### src/rtl/fx2_pkg.sv
// Shared types and constants for the FX2 slave-FIFO arbiter: FSM encoding,
// FIFOADR values and the last-served side used by the round-robin grant.
package fx2_pkg;

  typedef enum logic [2:0] {
    S_IDLE   = 3'd0,
    S_ADDR   = 3'd1,
    S_READ   = 3'd2,
    S_WRITE  = 3'd3,
    S_PKTEND = 3'd4
  } fx2_state_e;

  typedef enum logic {
    SIDE_OUT = 1'b0,
    SIDE_IN  = 1'b1
  } fx2_side_e;

  localparam logic [1:0] EP2_ADDR = 2'b00;
  localparam logic [1:0] EP6_ADDR = 2'b10;

  function automatic logic [1:0] side_faddr(input fx2_side_e side);
    logic [1:0] addr;
    case (side)
      SIDE_IN:  addr = EP6_ADDR;
      SIDE_OUT: addr = EP2_ADDR;
      default:  addr = EP2_ADDR;
    endcase
    return addr;
  endfunction

endpackage

### src/rtl/fx2_pkt_tracker.sv
// Tracks words in the open EP6 IN packet and idle time, and flags when a
// partial packet has sat idle long enough to be committed with PKTEND.
module fx2_pkt_tracker
  import fx2_pkg::*;
#(
  parameter int PKT_WORDS      = 256,
  parameter int PKTEND_TIMEOUT = 64
) (
  input  logic fx2_ifclk,
  input  logic reset_n,
  input  logic wr_beat,
  input  logic pktend_done,
  input  logic idle,
  output logic dirty,
  output logic timeout
);

  localparam int PKT_W  = (PKT_WORDS > 1) ? $clog2(PKT_WORDS) : 1;
  localparam int IDLE_W = (PKTEND_TIMEOUT > 1) ? $clog2(PKTEND_TIMEOUT) : 1;
  localparam logic [PKT_W-1:0]  PKT_LAST  = PKT_W'(PKT_WORDS - 1);
  localparam logic [IDLE_W-1:0] IDLE_LAST = IDLE_W'(PKTEND_TIMEOUT - 1);

  logic [PKT_W-1:0]  pkt_cnt_r;
  logic [IDLE_W-1:0] idle_cnt_r;

  // IN word count; wrapping to zero means the FX2 auto-committed the packet.
  always_ff @(posedge fx2_ifclk or negedge reset_n) begin
    if (!reset_n) begin
      pkt_cnt_r <= '0;
    end else if (pktend_done) begin
      pkt_cnt_r <= '0;
    end else if (wr_beat) begin
      pkt_cnt_r <= (pkt_cnt_r == PKT_LAST) ? '0 : pkt_cnt_r + 1'b1;
    end
  end

  // Saturating idle counter, restarted by any IN beat or commit.
  always_ff @(posedge fx2_ifclk or negedge reset_n) begin
    if (!reset_n) begin
      idle_cnt_r <= '0;
    end else if (wr_beat || pktend_done) begin
      idle_cnt_r <= '0;
    end else if (idle && (idle_cnt_r != IDLE_LAST)) begin
      idle_cnt_r <= idle_cnt_r + 1'b1;
    end
  end

  assign dirty   = (pkt_cnt_r != '0);
  assign timeout = dirty && (idle_cnt_r == IDLE_LAST);

endmodule

### src/rtl/fx2_slavefifo_arb.sv
// FX2 slave-FIFO controller: round-robin bursts between EP2 OUT -> tx FIFO and
// rx FIFO -> EP6 IN, with idle-timeout PKTEND. Define FX2_ARB_STATS_EN for counters.
module fx2_slavefifo_arb
  import fx2_pkg::*;
#(
  parameter int DATA_W         = 16,
  parameter int BURST_MAX      = 256,
  parameter int PKT_WORDS      = 256,
  parameter int PKTEND_TIMEOUT = 64,
  parameter int ADDR_SETUP     = 2,
  parameter int STARTUP_CYC    = 8
) (
  input  logic              fx2_ifclk,
  input  logic              reset_n,
  input  logic              fx2_flagb,
  input  logic              fx2_flagc,
  input  logic [DATA_W-1:0] fx2_fd_i,
  output logic [DATA_W-1:0] fx2_fd_o,
  output logic              fx2_fd_oe,
  output logic [1:0]        fx2_faddr,
  output logic              fx2_sloe,
  output logic              fx2_slrd,
  output logic              fx2_slwr,
  output logic              fx2_pktend,
  input  logic              tx_fifo_full,
  output logic              tx_fifo_push,
  output logic [DATA_W-1:0] tx_fifo_data,
  input  logic              rx_fifo_empty,
  input  logic              rx_fifo_full,
  input  logic [DATA_W-1:0] rx_fifo_data,
  output logic              rx_fifo_pop
`ifdef FX2_ARB_STATS_EN
  ,
  output logic [31:0]       stat_rd_words,
  output logic [31:0]       stat_wr_words,
  output logic [15:0]       stat_pktends
`endif
);

  localparam int SU_W = (STARTUP_CYC > 0) ? $clog2(STARTUP_CYC + 1) : 1;
  localparam int AS_W = (ADDR_SETUP > 1) ? $clog2(ADDR_SETUP) : 1;
  localparam int BW   = (BURST_MAX > 1) ? $clog2(BURST_MAX) : 1;
  localparam logic [SU_W-1:0] SU_DONE    = SU_W'(STARTUP_CYC);
  localparam logic [AS_W-1:0] ADDR_LAST  = AS_W'(ADDR_SETUP - 1);
  localparam logic [BW-1:0]   BURST_LAST = BW'(BURST_MAX - 1);

  fx2_state_e      state_r, state_s;
  fx2_side_e       last_r, grant_side_s;
  logic [SU_W-1:0] startup_cnt_r;
  logic [AS_W-1:0] addr_cnt_r;
  logic [BW-1:0]   burst_cnt_r;

  logic startup_done_s, in_req_s, out_req_s, any_req_s;
  logic rd_xfer_s, wr_xfer_s, pktend_done_s, idle_s, dirty_s, timeout_s;

  assign startup_done_s = (startup_cnt_r == SU_DONE);
  assign in_req_s       = !rx_fifo_empty;
  assign out_req_s      = fx2_flagb && !tx_fifo_full;
  assign any_req_s      = in_req_s || out_req_s || rx_fifo_full;
  assign rd_xfer_s      = (state_r == S_READ) && fx2_flagb && !tx_fifo_full;
  assign wr_xfer_s      = (state_r == S_WRITE) && fx2_flagc && !rx_fifo_empty;
  assign pktend_done_s  = (state_r == S_PKTEND) && fx2_flagc;
  assign idle_s         = (state_r == S_IDLE) && !any_req_s;

  // A full rx FIFO wins outright; otherwise contention goes to the side not served last.
  assign grant_side_s = (rx_fifo_full || (in_req_s && (!out_req_s || last_r == SIDE_OUT)))
                        ? SIDE_IN : SIDE_OUT;

  // Next-state logic.
  always_comb begin
    state_s = state_r;
    case (state_r)
      S_IDLE: begin
        if (!startup_done_s) begin
          state_s = S_IDLE;
        end else if (any_req_s) begin
          state_s = S_ADDR;
        end else if (timeout_s) begin
          state_s = S_PKTEND;
        end else begin
          state_s = S_IDLE;
        end
      end
      S_ADDR: begin
        if (addr_cnt_r == ADDR_LAST) begin
          state_s = (last_r == SIDE_IN) ? S_WRITE : S_READ;
        end else begin
          state_s = S_ADDR;
        end
      end
      S_READ: begin
        if (!fx2_flagb || tx_fifo_full || rx_fifo_full ||
            (rd_xfer_s && (burst_cnt_r == BURST_LAST))) begin
          state_s = S_IDLE;
        end else begin
          state_s = S_READ;
        end
      end
      S_WRITE: begin
        if (!fx2_flagc || rx_fifo_empty || (wr_xfer_s && (burst_cnt_r == BURST_LAST))) begin
          state_s = S_IDLE;
        end else begin
          state_s = S_WRITE;
        end
      end
      S_PKTEND: state_s = S_IDLE;
      default:  state_s = S_IDLE;
    endcase
  end

  // State, grant side and setup/burst/startup counters.
  always_ff @(posedge fx2_ifclk or negedge reset_n) begin
    if (!reset_n) begin
      state_r       <= S_IDLE;
      last_r        <= SIDE_OUT;
      startup_cnt_r <= '0;
      addr_cnt_r    <= '0;
      burst_cnt_r   <= '0;
    end else begin
      state_r <= state_s;
      if ((state_r == S_IDLE) && (state_s == S_ADDR)) begin
        last_r <= grant_side_s;
      end
      if (!startup_done_s) begin
        startup_cnt_r <= startup_cnt_r + 1'b1;
      end
      addr_cnt_r <= (state_r == S_ADDR) ? addr_cnt_r + 1'b1 : '0;
      if ((state_r == S_READ) || (state_r == S_WRITE)) begin
        if (rd_xfer_s || wr_xfer_s) begin
          burst_cnt_r <= burst_cnt_r + 1'b1;
        end
      end else begin
        burst_cnt_r <= '0;
      end
    end
  end

  // Strobes follow the flags combinationally so a beat is never issued into a stalled FIFO.
  always_comb begin
    fx2_sloe     = !(state_r == S_READ);
    fx2_slrd     = !rd_xfer_s;
    tx_fifo_push = rd_xfer_s;
    fx2_slwr     = !wr_xfer_s;
    rx_fifo_pop  = wr_xfer_s;
    fx2_pktend   = !pktend_done_s;
    fx2_fd_oe    = (state_r == S_WRITE);
    tx_fifo_data = fx2_fd_i;
    if (state_r == S_WRITE) begin
      fx2_fd_o = rx_fifo_data;
    end else begin
      fx2_fd_o = '0;
    end
    if (state_r == S_PKTEND) begin
      fx2_faddr = EP6_ADDR;
    end else begin
      fx2_faddr = side_faddr(last_r);
    end
  end

  fx2_pkt_tracker #(
    .PKT_WORDS      (PKT_WORDS),
    .PKTEND_TIMEOUT (PKTEND_TIMEOUT)
  ) u_pkt_tracker (
    .fx2_ifclk   (fx2_ifclk),
    .reset_n     (reset_n),
    .wr_beat     (wr_xfer_s),
    .pktend_done (pktend_done_s),
    .idle        (idle_s),
    .dirty       (dirty_s),
    .timeout     (timeout_s)
  );

`ifdef FX2_ARB_STATS_EN
  // Wrapping event counters for push, pop and committed PKTEND.
  always_ff @(posedge fx2_ifclk or negedge reset_n) begin
    if (!reset_n) begin
      stat_rd_words <= 32'd0;
      stat_wr_words <= 32'd0;
      stat_pktends  <= 16'd0;
    end else begin
      if (rd_xfer_s) stat_rd_words <= stat_rd_words + 32'd1;
      if (wr_xfer_s) stat_wr_words <= stat_wr_words + 32'd1;
      if (pktend_done_s) stat_pktends <= stat_pktends + 16'd1;
    end
  end
`endif

endmodule
### config.mk
export PLATFORM = sky130hd
export DESIGN_NAME = fx2_slavefifo_arb
export DESIGN_NICKNAME = d
export VERILOG_FILES = /design/src/rtl/fx2_pkg.sv /design/src/rtl/fx2_pkt_tracker.sv /design/src/rtl/fx2_slavefifo_arb.sv
export SDC_FILE = /design/constraint.sdc
export NUM_CORES = 1
export LEC_CHECK = 0
export ABC_AREA = 1
export BUFFER_PORTS_ARGS = -buffer_cell sky130_fd_sc_hd__clkbuf_2
export CORE_MARGIN = 2
export CORE_UTILIZATION = 36
export DETAILED_ROUTE_END_ITERATION = 6
export PLACE_DENSITY = 0.74
export RECOVER_POWER = 100
export SETUP_SLACK_MARGIN = 0.1
export SLEW_MARGIN = 5
export SYNTH_ARGS = -nofsm -noshare
export SYNTH_HDL_FRONTEND = slang
export SYNTH_SLANG_ARGS = --single-unit
### constraint.sdc
create_clock -name fx2_ifclk -period 2.63 [get_ports fx2_ifclk]
set_input_delay 0.263 -clock fx2_ifclk [delete_from_list [all_inputs] [get_ports fx2_ifclk]]
set_output_delay 0.263 -clock fx2_ifclk [all_outputs]
set_load 0.01 [all_outputs]
# After elaboration in Yosys (flattened, before gate mapping)
# Index checks and enable logic that the tools add are counted.
# totals
regBits	31
wordCells	83
out_inout_bits	41
input_bits	39
# classes
n_addsub	5
n_mux	20
bitwise_logic	1
reduce_logical	39
n_eq_ne	11
# op_table
operator	n
$mux W8	5
$add A8 B1 Y8 const B	2
$eq A8 B8 Y1 const B	2
$mux W16	1
$logic_and A1 B1 Y1	13
$logic_or A1 B1 Y1	12
$mux W6	2
$pmux W3 S4	1
$logic_not A1 Y1	10
$mux W3	3
$mux W2	4
$reduce_bool A8 Y1	1
$add A6 B1 Y6 const B	1
$eq A3 B1 Y1 const B	2
$eq A3 B2 Y1 const B	2
$eq A6 B6 Y1 const B	1
$ne A6 B6 Y1 const B	1
$add A4 B1 Y4 const B	1
$eq A4 B4 Y1 const B	1
$pmux W2 S2	1
$reduce_bool A2 Y1	2
$eq A3 B3 Y1 const B	1
$logic_not A3 Y1	1
$mux W1	3
3 further kinds	3

# Depth between registers and ports, before layout
# Gate-level depths: netlist of run 1.
# logic_depth
word_depth	9
mapped_depth	9
mapped_depth_nobuf	9

# Cells and area by module
# Synthesis of run 1 repeated with hierarchy kept, for this count alone.
# unflattened
hier_cells	295
area_unflattened_um2	2107.0
# by_module_without_submodules
mod	instances	seq_area_each_um2	area_per_inst_um2	cells_each
fx2_slavefifo_arb	1	425.4	1227.4	175
fx2_pkt_tracker	1	350.3	879.6	120

# Worst setup path after synthesis of run 1
# No wires, ideal clock.
# synth_path
path_kind	reg-to-output
from	register state_r[2]
to	output fx2_fd_o[10]
stages_incl_launch_ff	5
arrival_time_ns	1.230
path_slack_ns	1.137
required_ns	2.367
cell_sequence	dfrtp_1 > nor2_2 > inv_1 > buf_2 > nor2_1
# synth_between
elab_chain_len	2
# synth_rtl
item	line	text
start, declared	fx2_slavefifo_arb.sv:47	fx2_state_e state_r, state_s;
start signal, assigned	fx2_slavefifo_arb.sv:120	state_r <= state_s;
$eq A3 B2 Y1	n/a	
named net fx2_fd_oe	fx2_slavefifo_arb.sv:19	output logic fx2_fd_oe,
$mux W16	fx2_slavefifo_arb.sv:148	if (state_r == S_WRITE) begin
end, declared	fx2_slavefifo_arb.sv:18	output logic [DATA_W-1:0] fx2_fd_o,
# The timed path passes the listed nets, and every way through them passes these cells.

# Final worst setup path of run 1
# layout_path
from	register state_r[1]
to	register u_pkt_tracker.idle_cnt_r[0]
# layout_between
elab_chain_len	5
elab_cells_between_ends	11
classes_between	eq/ne (2); mux (1); reduce/logical (8)
# layout_rtl
item	line	text
$eq A3 B2 Y1	fx2_slavefifo_arb.sv:61	assign wr_xfer_s = (state_r == S_WRITE) && fx2_flagc && !rx_fifo_empty;
$logic_and A1 B1 Y1 (2 in a row)	fx2_slavefifo_arb.sv:61	
$logic_or A1 B1 Y1	fx2_pkt_tracker.sv:41	end else if (wr_beat || pktend_done) begin
$mux W6 or $reduce_bool A2 Y1 (tied branches)	n/a	
end signal, assigned	fx2_pkt_tracker.sv:44	idle_cnt_r <= idle_cnt_r + 1'b1;
end, declared	fx2_pkt_tracker.sv:24	logic [IDLE_W-1:0] idle_cnt_r;
# Several ways; a longest one is shown, not always the timed one.
# A chain may end at the register's enable or synchronous reset.

==> metrics.md, run 1 <==
| Metric | Value |
|---|---|
| Status | complete, but fails checks |
| Violated checks | max-capacitance violations, max-slew violations |
| Wire per inst | 11.0 um |
| Final net count | 375 |
| Num rows | 28 |
| Setup ws final | 0.619 ns |
| FMAX | 497 MHz |
| Slew headroom | -10.0% |
| Commonest non-fill, non-tap cell in the layout | nand2_1 |
| PD cells | 731 mW/mm^2 |
| Fillers | 640 |
| TritonRoute pass-1 iters | 4 |
| Seq cells post-synth | 31 |
| CORE AREA | 0.00582 mm^2 |
| CP max FO | 14 |
| Die height | 81.0 um |
| Post-CTS Resized | 0 |
| TNS Setup | 0 ns |
| Clk_lat worst skew | 0.29 ns |
| Average size of a mapped cell | 7.15 um^2 |
| First-pass GRT wire length | 7200 um |
| Vias | 1913 |
| Slowest CP cell | dfrtp_1 |
| Area of the multi-input gates | 923 um^2 |
| HP Class | input pin to flip-flop |
| Crit Path Class | flip-flop to flip-flop |
| WL final | 4460 um |
| Num CTS Buffers | 5 |
| Period utilization | 76.5% |
| Cell mode on critical path | nand2_1 |
| Antenna diodes | 0 |
| All-Layer GR Usage | 14.0% |
| Top FF cell, synth | dfrtp_1 |
| Number of max-cap violations | 1 |
| Worst Tran Pin Value | 1.65 ns |
| Area delta synth->final | 7.75% |
| Unrepaired setup endpoints after global routing | false |
| CP max stage delay | 0.44 ns |
| CTS Buffer Depth | 2 |
| Pre-CTS WS | 0.944 ns |
| Worst path cell trace | nor2_1, nand3_1, nand2_1, inv_1, nand2_1, o21ai_0 |
| Grt total ovfl | 0 |
| Clk slew on worst S/H paths | 0.06 ns |
| Clk sinks | 31 |
| Sequential cell area fraction in the yosys report | 36.4% |
| Die area | 0.00655 mm^2 |
| Final ANT Viol Nets | 0 |
| Leakage | 1.29 nW |
| Crit path capture type | flip-flop |
| Vias in the first global route | 1716 |
| Slew Viols, Final | 32 |
| Min Clock Period, post-route | 2.01 ns |
| Ys async rst share | 100% |
| Drc violations | 0 |
| Antenna violations before repair | 0 |
| Top cell type's share of synthesized area | 36.4% |
| Hold-fix buffers at CTS | 0 |
| Yosys top cell by area | dfrtp_1 |
| CTS tree | built |
| HPWL after DPL | 3410 um |
| I/O pins | 80 |
| Post-synthesis net count | 343 |
| Final setup fails | 0 |
| IO buf count | 46 |
| Root Buffer Master | clkbuf_8 |
| Mapped Cells | 298 |
| H-tree levels | 2 |
| Most frequent cells in the layout | nand2_1 (70), inv_1 (54), nor2_1 (41), nand3_1 (34), dfrtp_1 (31) |
| DRT iter0 DRCs | 87 |
| Avg Vias per Cell | 4.71 |
| GPL Wtd Cong | 0.816 |
| Netlist cell types | 28 |
| Worst EP arrival | 2.17 ns |
| Startpoint types | flip-flop |
| Setup Fix Bufs, Post-CTS | 0 |
| WP data required | 2.79 ns |
| YS warnings | 0 |
| Number of flops mapped to enable cells by yosys | 0 |
| Top cells by area, synth | dfrtp_1 (36%), nand2_1 (12%), inv_1 (9.3%) |
| Share of cells above drive strength 1 | 10.3% |
| Sequential Area | 776 um^2 |
| Die width | 81.0 um |
| Post-Syn Area | 0.00213 mm^2 |
| Worst IR Drop VDD | 0.251 mV |
| Largest net degree at the start of global routing | 32 |
| Fin. Hold Viols | 0 |
| Worst clock skew | 0.00957 ns |
| Initial core utilization | 36.7% |
power breakdown:
group          switching [mW]  leakage, nW  internal [mW]
registers               0.119        0.394          0.577
logic                   0.382        0.839          0.182
clock network           0.180       0.0515          0.239
final cells by class:
| type | instances | share of cell area (%) |
|---|---|---|
| Multi-Input combinational cell | 192 | 40.2 |
| Sequential cell | 31 | 33.8 |
| Inverter | 54 | 8.82 |
| Timing Repair Buffer | 46 | 8.77 |
| Clock buffer | 8 | 4.36 |
| Tap cell | 75 | 4.08 |
synth_stat cells (2+ instances only):
cell type   n
nand2_1    67
inv_1      53
nor2_1     38
nand3_1    33
dfrtp_1    31
buf_4      17
o21ai_1     8
ha_1        6
o21ai_0     6
nand4_1     5
xor2_1      4
buf_6       3
nand2_4     3
nor3_1      3
o21ai_2     3
xnor2_1     3
a21oi_1     2
nand3_4     2
nor2_4      2
metrics by stage:
step / util (%) / std cells / cell area (um^2) / power [mW] / hold slack (ns)
6_report: 39.5 / 406 / 2300 / 1.68 / 0.345
3_5_place_dp: 39.4 / 398 / 2290 / 1.34 / 0.380
4_1_cts: 41.1 / 406 / 2390 / 1.76 / 0.0636
3_3_place_gp: 39.4 / 398 / 2290 / 1.31 / 0.387
5_1_grt: 39.5 / 406 / 2300 / 1.83 / 0.368
2_1_floorplan: - / 298 / 2130 / 1.18 / -0.0326
flip-flops by register name, indices dropped and copies added, names as in the netlist:
signal and flops:
startup_cnt_r 4, burst_cnt_r 8, u_pkt_tracker.idle_cnt_r 6, last_r 1
u_pkt_tracker.pkt_cnt_r 8, state_r 3, addr_cnt_r 1
path summary, 6_finish.rpt:
check	startpoint	to	slack, ns	cells after the start
min reg2reg	addr_cnt_r$_DFF_PN0_	addr_cnt_r$_DFF_PN0_	0.44	1
max	state_r[1]$_DFF_PN0_	u_pkt_tracker.idle_cnt_r[0]$_DFFE_PN0P_	0.62	6
min in group asynchronous	reset_n	burst_cnt_r[6]$_DFFE_PN0P_	0.39	1
min	rx_fifo_full	state_r[1]$_DFF_PN0_	0.35	4
max reg2reg	state_r[1]$_DFF_PN0_	u_pkt_tracker.idle_cnt_r[0]$_DFFE_PN0P_	0.62	6
max in group asynchronous	reset_n	startup_cnt_r[1]$_DFFE_PN0P_	1.27	1
layer usage:
layer	track usage (%)	routed length, um
met1	16.1	1910
met4	6.44	112
met5	0	0
met3	3.67	392
met2	24.1	2040
critical path: cells and delay by family, from the launching register on:
kind	cells	cell delay [ns]
AND/OR/NAND/NOR	4	1.08
flip-flops	1	0.44
buffers and inverters	1	0.26
AO/OA/AOI/OAI	1	0.10
logic make-up (layout without fill, tap and decap cells):
kind of cell	after synthesis	count (layout)	synth area share (%)
other	1	1	0.176
adder cells (fa/ha/maj)	6	6	3.52
XOR/XNOR	7	7	2.88
AND/OR/NAND/NOR	157	157	34.0
buffers and inverters	75	108	17.3
flip-flops	31	31	36.4
AO/OA/AOI/OAI	21	21	5.69
(Power assumes the default switching activity.)
==> inputs of run 2 (changes only) <==
PLACE_DENSITY = 0.76   (was 0.74)
clock period = 1.8 ns   (was 2.63 ns; I/O delays follow)
==> run 2 against run 1 <==
The run now ends clean. Clock power is 73% higher. Die area stayed put. Utilization up 2.3 points. Register-to-register slack got worse by 0.48 ns. Power grew 60%. Combinational power increased by 71%. Sequential share of layout area down 1.8 points. Critical path type unchanged.
==> metrics.md, run 2 (same netlist as run 1, synthesis figures left out) <==
| Metric | Value |
|---|---|
| WL final | 4540 um |
| Number of max-cap violations | 0 |
| Vias | 1914 |
| Min Clock Period, post-route | 1.66 ns |
| Fin. Hold Viols | 0 |
| FF-to-FF setup slack | 0.14 ns |
| Worst clock skew | 0.00747 ns |
| Clk slew on worst S/H paths | 0.07 ns |
| Unrepaired setup endpoints after global routing | true |
| Num CTS Buffers | 5 |
| Vias in the first global route | 1694 |
| Worst-case hold slack | 0.233 ns |
| HPWL after DPL | 3350 um |
| Clk sinks | 31 |
| Reg2reg start | state_r[1]$_DFF_PN0_ |
| Critical Path Source | state_r[1]$_DFF_PN0_ |
| Total stage count of the critical path | 8 |
| Worst EP arrival | 1.89 ns |
| DRT iter0 DRCs | 64 |
| CTS tree | built |
| Most frequent cells in the layout | nand2_1 (68), inv_1 (51), nor2_1 (38), nand3_1 (32), clkbuf_2 (31) |
| Period utilization | 92.1% |
| Slew Viols, Final | 0 |
| Die area | 0.00655 mm^2 |
| Antenna diodes | 0 |
| Slew headroom | 47.0% |
| TNS Setup | 0 ns |
| Post-route cell area | 0.00243 mm^2 |
| CP max FO | 14 |
| HP Class | input pin to flip-flop |
| R2r worst-path depth | 8 |
| Placed instance count | 400 |
| Commonest non-fill, non-tap cell in the layout | nand2_1 |
| Area delta synth->final | 14.0% |
| Setup ws final | 0.143 ns |
| First-pass GRT wire length | 7030 um |
| Avg Vias per Cell | 4.62 |
| Slowest CP cell | dfrtp_1 |
| Share of cells above drive strength 1 | 17.1% |
| Wire length on met3 | 403 um |
| IO buf count | 46 |
| WP data required | 2.03 ns |
| Initial core utilization | 36.7% |
| Status | completed |
| Die height | 81.0 um |
| GPL Wtd Cong | 0.847 |
| Grt total ovfl | 0 |
| Crit path capture type | flip-flop |
| Worst IR Drop VDD | 0.527 mV |
| TritonRoute pass-1 iters | 4 |
| All-Layer GR Usage | 13.8% |
| Met2 WL post-DR | 2080 um |
| Num rows | 28 |
| Largest registers | burst_cnt_r (8), u_pkt_tracker.pkt_cnt_r (8), u_pkt_tracker.idle_cnt_r (6) |
| Root Buffer Master | clkbuf_8 |
| PD cells | 1110 mW/mm^2 |
| Clk_lat worst skew | 0.29 ns |
| FMAX | 604 MHz |
| Top Family by Delay on Critical Path | simple AND/OR/NAND/NOR gates |
| Final std cells w/o fill | 414 |
| Wire per inst | 11.0 um |
| WP buf/inv | 3 |
| Die width | 81.0 um |
| Area of the multi-input gates | 977 um^2 |
| Antenna violations before repair | 0 |
| Worst path cell trace | clkbuf_1, nor2_1, nand3_4, nand2_4, inv_2, o21ai_0, nand2_1, inv_1 |
| Final net count | 383 |
| Largest net degree at the start of global routing | 32 |
| Pre-CTS WS | 0.271 ns |
| Drc violations | 0 |
| CORE AREA | 0.00582 mm^2 |
| DRT met1 WL | 1990 um |
| Sequential Area | 777 um^2 |
| Fillers | 607 |
| CTS Buffer Depth | 2 |
| Highest routed layer | met4 |
| Final setup fails | 0 |
| Leakage | 1.35 nW |
| Fin util | 41.8% |
| Crit Path Class | flip-flop to flip-flop |
| Startpoint types | flip-flop |
| I/O pins | 80 |
| Hold path depth | 4 |
| Worst Tran Pin Value | 0.794 ns |
| Final ANT Viol Nets | 0 |
| Critical Path End | u_pkt_tracker.pkt_cnt_r[3]$_DFFE_PN0N_ |
| CP max stage delay | 0.40 ns |
| Placed Area | 0.00230 mm^2 |
| H-tree levels | 2 |
| RR Endpoint | u_pkt_tracker.pkt_cnt_r[3]$_DFFE_PN0N_ |
| Final Power | 2.69 mW |
[run 2: worst min-delay path by stage]
stage / startpoint / endpoint
2_1_floorplan: reset_n / addr_cnt_r$_DFF_PN0_
3_3_place_gp: reset_n / state_r[1]$_DFF_PN0_
3_5_place_dp: reset_n / burst_cnt_r[7]$_DFFE_PN0P_
4_1_cts: rx_fifo_full / state_r[1]$_DFF_PN0_
5_1_grt: rx_fifo_empty / last_r$_DFFE_PN0P_
6_report: rx_fifo_full / state_r[1]$_DFF_PN0_
[run 2: timing repair]
| action | 4_1_cts | 5_1_grt |
|---|---|---|
| resized for setup | 4 | 10 |
| endpoints found under the setup margin | 17 | 24 |
| hold endpoints to repair | 31 | 0 |
| gates cloned | 1 | 0 |
| hold buffers | 1 | 0 |
| buffers inserted | 3 | 1 |
| pin swaps | 1 | 0 |
[run 2: layout make-up]
class                           instances  share of cell area [%]
Clock buffer                            6                    3.40
Timing Repair inverter                  1                   0.309
Sequential cell                        31                    32.0
Clock inverter                          2                    1.44
Multi-Input combinational cell        192                    40.2
Inverter                               54                    8.49
Tap cell                               75                    3.86
Timing Repair Buffer                   53                    10.3
[run 2: per-layer routing]
metal | vias to the layer above | track usage (%)
met5 | - | 0
met2 | 71 | 23.6
met1 | 852 | 16.2
li1 | 978 | -
met3 | 13 | 4.78
met4 | 0 | 4.58
[run 2: power by group]
group / internal (mW) / leakage [nW] / switching, mW
Sequential: 0.843 / 0.393 / 0.157
Combinational: 0.323 / 0.893 / 0.639
Clock: 0.448 / 0.0612 / 0.277
Total: 1.61 / 1.35 / 1.07
[run 2: worst reg2reg max path, cell delays in order, from the launching register on]
cell and delay [ns]:
dfrtp_1 0.40, clkbuf_1 0.14, nor2_1 0.24, nand3_4 0.19, nand2_4 0.20, inv_2 0.12
o21ai_0 0.18, nand2_1 0.07, inv_1 0.06
